File: src/rtl/mem_access_stage.sv
// MEM pipeline stage: one handshaked RAM access per load/store, store lane steering,
// watchdog abort and registered WB outputs. Optional halfword support: MEM_HALFWORD_EN.
module mem_access_stage #(
    parameter int MAX_WAIT   = 16,
    parameter int ADDR_WIDTH = 32
) (
    input  logic                  clk,
    input  logic                  rst_n,
    input  logic                  in_valid,
    input  logic                  flush,
    input  logic                  mem_read_in,
    input  logic                  mem_write_in,
    input  logic                  mem_sign_ext_in,
    input  logic [3:0]            mem_sel_in,
    input  logic [31:0]           result_in,
    input  logic [31:0]           store_data_in,
    input  logic                  reg_write_en_in,
    input  logic [4:0]            reg_write_addr_in,
    input  logic                  cp_write_en_in,
    input  logic [4:0]            cp_write_addr_in,
    input  logic [31:0]           pc_in,
    output logic                  ram_en,
    output logic [3:0]            ram_we,
    output logic [ADDR_WIDTH-1:0] ram_addr,
    output logic [31:0]           ram_wdata,
    input  logic                  ram_ready,
    input  logic [31:0]           ram_rdata,
    output logic                  stall_req,
    output logic                  wb_mem_read,
    output logic                  wb_mem_write,
    output logic                  wb_mem_sign_ext,
    output logic [3:0]            wb_mem_sel,
    output logic [31:0]           wb_result,
    output logic                  wb_reg_write_en,
    output logic [4:0]            wb_reg_write_addr,
    output logic                  wb_cp_write_en,
    output logic [4:0]            wb_cp_write_addr,
    output logic [31:0]           wb_pc,
    output logic [31:0]           wb_ram_read_data,
    output logic                  exc_addr_err,
    output logic                  exc_bus_err
);

    localparam int CNT_W = (MAX_WAIT > 1) ? $clog2(MAX_WAIT) : 1;
    localparam logic [CNT_W-1:0] CNT_LAST = CNT_W'(MAX_WAIT - 1);

    typedef enum logic [0:0] {
        ST_IDLE = 1'b0,
        ST_REQ  = 1'b1
    } state_t;

    typedef struct packed {
        logic        mem_read;
        logic        mem_write;
        logic        mem_sign_ext;
        logic [3:0]  mem_sel;
        logic [31:0] result;
        logic        reg_write_en;
        logic [4:0]  reg_write_addr;
        logic        cp_write_en;
        logic [4:0]  cp_write_addr;
        logic [31:0] pc;
    } wb_pkt_t;

    state_t                  state_r;
    state_t                  state_nxt_s;
    logic [CNT_W-1:0]        cnt_r;
    logic                    flushed_r;
    wb_pkt_t                 hold_r;
    wb_pkt_t                 wb_r;
    logic [31:0]             rdata_r;
    logic                    exc_addr_r;
    logic                    exc_bus_r;
    logic                    ram_en_r;
    logic [3:0]              ram_we_r;
    logic [ADDR_WIDTH-1:0]   ram_addr_r;
    logic [31:0]             ram_wdata_r;

    logic                    mem_op_s;
    logic                    legal_s;
    logic [3:0]              we_s;
    logic [31:0]             wdata_s;
    logic                    stall_s;
    logic                    start_s;
    logic                    done_s;
    logic                    abort_s;
    logic                    bad_s;
    logic                    pass_s;
    logic                    kill_s;
    wb_pkt_t                 in_pkt_s;
    wb_pkt_t                 err_pkt_s;

    assign mem_op_s = in_valid & ~flush & (mem_read_in | mem_write_in);
    assign kill_s   = flushed_r | flush;

    // Pack the incoming instruction and its address-error bubble
    always_comb begin
        in_pkt_s                = '0;
        in_pkt_s.mem_read       = mem_read_in;
        in_pkt_s.mem_write      = mem_write_in;
        in_pkt_s.mem_sign_ext   = mem_sign_ext_in;
        in_pkt_s.mem_sel        = mem_sel_in;
        in_pkt_s.result         = result_in;
        in_pkt_s.reg_write_en   = reg_write_en_in;
        in_pkt_s.reg_write_addr = reg_write_addr_in;
        in_pkt_s.cp_write_en    = cp_write_en_in;
        in_pkt_s.cp_write_addr  = cp_write_addr_in;
        in_pkt_s.pc             = pc_in;
        err_pkt_s               = '0;
        err_pkt_s.result        = result_in;
    end

    // Access legality and store lane steering from size and low address bits
    always_comb begin
        legal_s = 1'b0;
        we_s    = 4'b0000;
        wdata_s = store_data_in;
        case (mem_sel_in)
            4'b0001: begin
                legal_s = 1'b1;
                we_s    = 4'b0001 << result_in[1:0];
                wdata_s = {4{store_data_in[7:0]}};
            end
            4'b1111: begin
                legal_s = (result_in[1:0] == 2'b00);
                we_s    = 4'b1111;
                wdata_s = store_data_in;
            end
`ifdef MEM_HALFWORD_EN
            4'b0011: begin
                legal_s = ~result_in[0];
                we_s    = 4'b0011 << result_in[1:0];
                wdata_s = {2{store_data_in[15:0]}};
            end
`endif
            default: begin
                legal_s = 1'b0;
                we_s    = 4'b0000;
                wdata_s = store_data_in;
            end
        endcase
    end

    // Next-state and handshake control
    always_comb begin
        state_nxt_s = state_r;
        stall_s     = 1'b0;
        start_s     = 1'b0;
        done_s      = 1'b0;
        abort_s     = 1'b0;
        bad_s       = 1'b0;
        pass_s      = 1'b0;
        case (state_r)
            ST_IDLE: begin
                if (mem_op_s) begin
                    if (legal_s) begin
                        stall_s     = 1'b1;
                        start_s     = 1'b1;
                        state_nxt_s = ST_REQ;
                    end else begin
                        bad_s = 1'b1;
                    end
                end else begin
                    pass_s = 1'b1;
                end
            end
            ST_REQ: begin
                if (ram_ready) begin
                    done_s      = 1'b1;
                    state_nxt_s = ST_IDLE;
                end else if (cnt_r == CNT_LAST) begin
                    stall_s     = 1'b1;
                    abort_s     = 1'b1;
                    state_nxt_s = ST_IDLE;
                end else begin
                    stall_s = 1'b1;
                end
            end
            default: begin
                state_nxt_s = ST_IDLE;
            end
        endcase
    end

    // Stall is suppressed while reset is held so upstream never freezes on stale input
    assign stall_req = stall_s & rst_n;

    // FSM state register
    always_ff @(posedge clk or negedge rst_n) begin
        if (!rst_n) begin
            state_r <= ST_IDLE;
        end else begin
            state_r <= state_nxt_s;
        end
    end

    // RAM request registers, wait counter and captured instruction
    always_ff @(posedge clk or negedge rst_n) begin
        if (!rst_n) begin
            ram_en_r    <= 1'b0;
            ram_we_r    <= 4'b0000;
            ram_addr_r  <= '0;
            ram_wdata_r <= 32'd0;
            cnt_r       <= '0;
            flushed_r   <= 1'b0;
            hold_r      <= '0;
        end else if (start_s) begin
            ram_en_r    <= 1'b1;
            ram_we_r    <= mem_write_in ? we_s : 4'b0000;
            ram_addr_r  <= {result_in[ADDR_WIDTH-1:2], 2'b00};
            ram_wdata_r <= wdata_s;
            cnt_r       <= '0;
            flushed_r   <= 1'b0;
            hold_r      <= in_pkt_s;
        end else if (done_s || abort_s) begin
            ram_en_r <= 1'b0;
            ram_we_r <= 4'b0000;
        end else if (state_r == ST_REQ) begin
            cnt_r     <= cnt_r + CNT_W'(1);
            flushed_r <= flushed_r | flush;
        end
    end

    // WB registers: pass-through, address-error bubble, completed access, else bubble
    always_ff @(posedge clk or negedge rst_n) begin
        if (!rst_n) begin
            wb_r       <= '0;
            rdata_r    <= 32'd0;
            exc_addr_r <= 1'b0;
            exc_bus_r  <= 1'b0;
        end else begin
            exc_addr_r <= bad_s;
            exc_bus_r  <= abort_s;
            if (pass_s) begin
                wb_r    <= (in_valid && !flush) ? in_pkt_s : '0;
                rdata_r <= 32'd0;
            end else if (bad_s) begin
                wb_r    <= err_pkt_s;
                rdata_r <= 32'd0;
            end else if (done_s && !kill_s) begin
                wb_r    <= hold_r;
                rdata_r <= ram_rdata;
            end else begin
                wb_r    <= '0;
                rdata_r <= 32'd0;
            end
        end
    end

    assign ram_en            = ram_en_r;
    assign ram_we            = ram_we_r;
    assign ram_addr          = ram_addr_r;
    assign ram_wdata         = ram_wdata_r;
    assign wb_mem_read       = wb_r.mem_read;
    assign wb_mem_write      = wb_r.mem_write;
    assign wb_mem_sign_ext   = wb_r.mem_sign_ext;
    assign wb_mem_sel        = wb_r.mem_sel;
    assign wb_result         = wb_r.result;
    assign wb_reg_write_en   = wb_r.reg_write_en;
    assign wb_reg_write_addr = wb_r.reg_write_addr;
    assign wb_cp_write_en    = wb_r.cp_write_en;
    assign wb_cp_write_addr  = wb_r.cp_write_addr;
    assign wb_pc             = wb_r.pc;
    assign wb_ram_read_data  = rdata_r;
    assign exc_addr_err      = exc_addr_r;
    assign exc_bus_err       = exc_bus_r;

endmodule

File: config.mk
export PLATFORM = sky130hd
export DESIGN_NAME = mem_access_stage
export DESIGN_NICKNAME = d
export VERILOG_FILES = /design/src/rtl/mem_access_stage.sv
export SDC_FILE = /design/constraint.sdc
export NUM_CORES = 1
export LEC_CHECK = 0
export BUFFER_PORTS_ARGS = -buffer_cell sky130_fd_sc_hd__buf_2
export CORE_ASPECT_RATIO = 0.6
export CORE_MARGIN = 2
export CORE_UTILIZATION = 53
export DETAILED_ROUTE_END_ITERATION = 10
export GPL_TIMING_DRIVEN = 0
export HOLD_SLACK_MARGIN = 0.05
export MAX_ROUTING_LAYER = met4
export PLACE_DENSITY_LB_ADDON = 0.05
export SLEW_MARGIN = 10
export SYNTH_ARGS = -nofsm -noshare
export SYNTH_HDL_FRONTEND = slang
export SYNTH_SLANG_ARGS = --single-unit
File: constraint.sdc
create_clock -name clk -period 6.1 [get_ports clk]
set_clock_uncertainty 0.2 [all_clocks]
set_input_delay 0.915 -clock clk [delete_from_list [all_inputs] [get_ports clk]]
set_output_delay 0.915 -clock clk [all_outputs]
set_load 0.05 [all_outputs]
==> results.cfg, run 1 <==
[sta]
final_hold_viol_count = 0
period_share_pct = 65.3
slew_viol_final = 0
fin_crit_ns = 3.99
worst_pin_slew_ns = 1.03
setup_ws_ns = 2.11
rsz0062_at_grt = no
finalSetupViolCount = 0
holdWs_ns = 0.126
slew_headroom_pct = 30.7
fmax_mhz = 251

[cts]
clk_pin_slew_ns = 0.07
cts_buffer_depth = 3
cts.repair.resized = 0
post_cts_buffers = 0
cts-htree-levels = 1
cts_hold_buffers = 0
cts_tree = done
root_buffer = clkbuf_16
numCtsBuffers = 22
clock_sink_count = 243
clk_latency_ns = 0.49

[global_route]
gr-usage-all-layers_pct = 25.5
grt_start_max_net_pins = 102
antenna_found_initial = 2
grt_pass1_wl_um = 36000
grt_pass1_vias = 6537
overflow = 0

[placed_design]
io_buffers = 336
pre_cts_ws_ns = 2.16
routabilityCongestion = 0.842
place_hpwl_um = 17100

[floorplan]
die-height_um = 107
dieArea_mm2 = 0.0188
rows = 37
die_w_um = 176
io_pins = 339
initial_core_util_pct = 54.3
fp.coreArea_mm2 = 0.0172

[critical_path]
crit_required_ns = 4.98
cp_max_fo = 10
cp.arrival_ns = 2.87
path_class = in2out
end_kind = output pin
startpoint_type = input port

[logic_synthesis]
yosys-top-cells-area = dfrtp_1 65%, mux2_2 10%, a22o_1 7.7%
syn_inst = 664
yosysTopAreaCell = dfrtp_1
muxShareOfSynthArea_pct = 10.9
synth_edf_count = 0
ys_seq_area_share_pct = 65.0
ys_warn_count = 0
synthTopCellsByCount = 243 x dfrtp_1, 83 x mux2_2, 82 x a22o_1
async_flop_share_pct = 100
synthAdderAreaFrac_pct = 0.134
synthXorXnorAreaFrac_pct = 0.187
ys_ff_latch = 243
synth-simple-area-share_pct = 5.52
ys_types = 40
synth_most_common_cell = dfrtp_1
avgSynthCellArea_um2 = 14.1
synthFlopType = dfrtp_1
synth_compound_area_share_pct = 12.6
netlist_area_mm2 = 0.00936
synth_top_area_share_pct = 65.0
synth_top_family_by_area = compound AO/OA/AOI/OAI gates

[final_layout]
layout.area.seq_mm2 = 0.00608
drive_above_1_share_pct = 49.7
multi_input_area_mm2 = 0.00275
nets = 1180
fillers = 1319
syn_to_final_growth_pct = 29.8

[drt]
viasPerCell = 5.24
wl_um = 23400
drc = 0
drtIter0Drc = 441
vias = 6686
first_pass_iters = 4
wire_per_inst_um = 18.3
postRouteAntennaNets = 0

[min_path]
holdCritPathClass = in2async

[flow_run]
drv_cap = 0

[status]
status = finished clean

[power]
ir_drop_mv = 0.284
power_density_mw_per_mm2 = 347
p_leak_nw = 6.55
-- power by group --
group	internal (mW)	switching, mW
Sequential	1.80	0.101
Clock	0.850	0.575
Combinational	0.295	0.597
Total	2.94	1.27
-- path summary, 6_finish.rpt --
| path | cells past startpoint | slack, ns | from | to |
|---|---|---|---|---|
| hold / removal | 1 | 0.13 | rst_n | ram_wdata[11] |
| setup / recovery | 7 | 2.11 | mem_sel_in[2] | stall_req |
| max in group asynchronous | 3 | 4.33 | rst_n | wb_ram_read_data[4] |
| min in group clk | 1 | 0.27 | hold_r[76] | hold_r[76] |
| hold reg to reg | 1 | 0.27 | hold_r[76] | hold_r[76] |
| setup reg to reg | 5 | 3.45 | state_r | wb_result[21] |
-- flip-flops by register name, indices dropped and copies added, names as in the netlist, 4 cells and up --
register	count
cnt_r	4
hold_r	83
ram_wdata	32
ram_we	4
wb_cp_write_addr	5
wb_mem_sel	4
wb_pc	32
wb_ram_read_data	32
wb_reg_write_addr	5
wb_result	32
-- worst max-delay path, cell delays in order --
cell	delay, ns
buf_2	0.16
nor4b_4	0.52
a31o_2	0.27
nand3_4	0.19
clkbuf_1	0.29
a21boi_0	0.22
buf_2	0.30
-- metrics by stage --
| step | setup TNS [ns] | total power, mW | utilization, % | std cells | area [um2] |
|---|---|---|---|---|---|
| 6_report | 0 | 4.22 | 70.5 | 1275 | 12100 |
| 5_1_grt | 0 | 4.39 | 70.5 | 1275 | 12100 |
| 4_1_cts | 0 | 4.25 | 70.5 | 1273 | 12100 |
| 3_5_place_dp | 0 | 2.83 | 66.2 | 1237 | 11400 |
| 3_3_place_gp | -93.20 | 2.80 | 65.8 | 1235 | 11300 |
| 2_1_floorplan | 0 | 2.55 | - | 665 | 9360 |
-- layer usage --
metal,track usage (%),wire length [um]
met1,34.9,10400
met4,4.66,308
met5,-,0
met2,39.2,10900
met3,7.02,1810
-- kinds of logic (layout without fill, tap and decap cells) --
family	after synthesis	count (layout)
and+or+nand+nor	84	84
muxes	91	91
DFF	243	243
adders and majority gates	1	1
buffers and inverters	89	463
xor gates and xnor gates	2	2
other	1	4
AOI/OAI and AO/OA	153	153
-- placed cells by master (no fill, tap or decap), drive strengths merged --
master    count
buf         391
dfrtp       243
mux2         90
a22o         82
clkbuf       51
and2         42
a21oi        27
o21ai        20
a2111oi      17
inv          16
nand2        11
nor2          9
nand3         4
a31o          3
nor3          3
nor4          3
bufinv        3
diode         2
and3          2
or2           2
nand2b        2
xnor2         2
conb          2
nor4b         1
nor3b         1
nor2b         1
a31oi         1
a21boi        1
o22ai         1
mux2i         1
or4b          1
or3           1
or3b          1
o31a          1
ha            1
clkinv        1
clkinvlp      1
-- final cells by class --
type                    instances  share of cell area [%]
inverters                      16                   0.495
plain buffers                  73                    3.83
clock buffers                  31                    5.23
diodes                          2                  0.0412
repair buffers                338                    14.4
well taps                     234                    2.41
multi-input cells             333                    22.7
clock inverters                 5                   0.845
flip-flops and latches        243                    50.1
No activity file was read; power rests on OpenSTA's default activity.
==> inputs of run 2 (changes only) <==
--- a/config.mk
+++ b/config.mk
@@ -8,7 +8,7 @@
 export BUFFER_PORTS_ARGS = -buffer_cell sky130_fd_sc_hd__buf_2
 export CORE_ASPECT_RATIO = 0.6
 export CORE_MARGIN = 2
-export CORE_UTILIZATION = 53
+export CORE_UTILIZATION = 45
 export DETAILED_ROUTE_END_ITERATION = 10
 export GPL_TIMING_DRIVEN = 0
 export HOLD_SLACK_MARGIN = 0.05
==> constraint.sdc (replaced) <==
create_clock -name clk -period 3.3 [get_ports clk]
set_clock_uncertainty 0.2 [all_clocks]
set_input_delay 0.495 -clock clk [delete_from_list [all_inputs] [get_ports clk]]
set_output_delay 0.495 -clock clk [all_outputs]
set_load 0.05 [all_outputs]
==> run 2 against run 1 <==
  * Via count grew 4.9%
  * Cell count up 13%
  * Sequential power increased by 85%
  * Die area up 17%
  * Global-route usage decreased by 1.6 points
  * Highest routed layer unchanged
  * Clock power grew 94%
  * Design area is 11% higher
  * Non-clock buffer count increased by 119
  * Worst hold slack worse by 0.043 ns
  * Clock-buffer cell count rose by 3
  * Combinational power increased by 98%
  * Register-to-register slack worse by 2.8 ns
==> results.cfg, run 2 (synthesized netlist as in run 1, its figures left out) <==
[status]
status = finished clean

[sta]
worst_pin_slew_ns = 1.02
fmax_mhz = 334
slew_viol_final = 0
finalSetupViolCount = 0
fin_crit_ns = 3.00
slew_headroom_pct = 31.4
fin_setup_tns_ns = 0
rsz0062_at_grt = no
period_share_pct = 90.8
final_hold_viol_count = 0

[critical_path]
path_class = in2out
cp.arrival_ns = 2.30
cp_max_fo = 63
end_kind = output pin
startpoint_type = input port
crit_required_ns = 2.60

[cts]
clk_pin_slew_ns = 0.06
numCtsBuffers = 23
clk_latency_ns = 0.50
root_buffer = clkbuf_16
cts-htree-levels = 1
cts_buffer_depth = 3
cts.repair.resized = 0
cts_tree = done
clock_sink_count = 243

[placed_design]
io_buffers = 336
place_hpwl_um = 18000
routabilityCongestion = 0.774
placed_area_mm2 = 0.0114

[drt]
drc = 0
first_pass_iters = 6
postRouteAntennaNets = 0
viasPerCell = 4.88
wire_per_inst_um = 17.9
vias = 7015
drtIter0Drc = 282
wl_um = 25700

[global_route]
antenna_found_initial = 0
grt_start_max_net_pins = 96
grt_pass1_vias = 6943
gr-usage-all-layers_pct = 23.9
overflow = 0
grt_pass1_wl_um = 39200

[power]
power_density_mw_per_mm2 = 597
ir_drop_mv = 0.388
p_leak_nw = 7.10

[flow_run]
drv_cap = 0

[final_layout]
mostFrequentLayoutCell = buf_2
largest_reg_flops = 83
syn_to_final_growth_pct = 43.8
drive_above_1_share_pct = 45.3
regMostFlops = hold_r
nets = 1300
final_cell_mix = 344 x buf_2, 243 x dfrtp_1, 117 x dlygate4sd3_1
post-route-cell-area_mm2 = 0.0135

[floorplan]
dieArea_mm2 = 0.0220
io_pins = 339
die-height_um = 116
die_w_um = 190
initial_core_util_pct = 46.3
rows = 40
fp.coreArea_mm2 = 0.0202

[min_path]
holdCritPathClass = in2reg
run 2: cell count changes in the layout (fill, tap and decap cells not counted), sizes merged:
cell         delta
diode           -1
clkinvlp        -1
clkinv          +3
bufinv          -1
inv             +1
dlygate4sd3   +117
clkbuf          +3
buf             +2
run 2: final timing paths:
check / depth (start not counted) / startpoint / endpoint / slack (ns)
worst max register to register: 5 / state_r / wb_result[23] / 0.66
max in group asynchronous: 4 / rst_n / wb_ram_read_data[21] / 1.40
worst max-delay path: 5 / rst_n / stall_req / 0.30
min in group asynchronous: 2 / rst_n / ram_wdata[10] / 0.34
worst min-delay path: 3 / store_data_in[17] / ram_wdata[17] / 0.08
worst min register to register: 1 / hold_r[81] / wb_mem_write / 0.28
run 2: critical path, stage by stage:
cell           delay [ns]
dlygate4sd3_1        0.57
buf_8                0.41
buf_16               0.30
a21boi_0             0.21
buf_2                0.30
run 2: layer usage:
metal	GRT usage (%)	vias to the layer above	wire length [um]
met5	-	-	0
met4	5.43	0	549
met3	6.00	36	1970
met2	35.7	242	11600
met1	33.1	3428	11600
li1	-	3309	-
run 2: where the power goes:
group	internal, mW	leakage, nW	total (mW)	switching [mW]
logic	0.638	3.51	1.77	1.13
registers	3.33	3.19	3.51	0.188
clock network	1.64	0.399	2.75	1.11
total	5.60	7.10	8.04	2.43
run 2: what timing repair did:
item | CTS | global route
hold buffers | 116 | 1
endpoints found under the setup margin | 0 | 1
hold endpoints to repair | 249 | 1
buffers inserted | 0 | 2
run 2: per-stage QoR:
stage	cells	worst slack (ns)	hold WS, ns	utilization (%)	power [mW]
6_report	1437	0.303	0.0822	66.5	8.04
5_1_grt	1436	0.0890	0.0830	66.5	8.40
4_1_cts	1433	0.0829	0.0506	66.3	8.10
3_5_place_dp	1276	0.139	0.254	56.6	5.23
3_3_place_gp	1274	-2.93	0.250	56.3	5.19
2_1_floorplan	665	0.0175	-0.000591	-	4.72
run 2: cell type report:
| type | count | area [um2] |
|---|---|---|
| fillers | 1573 | 6770 |
| flip-flops and latches | 243 | 6080 |
| repair buffers | 458 | 2960 |
| multi-input cells | 333 | 2750 |
| clock buffers | 34 | 707 |
| plain buffers | 72 | 462 |
| well taps | 273 | 342 |
| clock inverters | 7 | 88.8 |
| inverters | 16 | 60.1 |
| diodes | 1 | 2.50 |
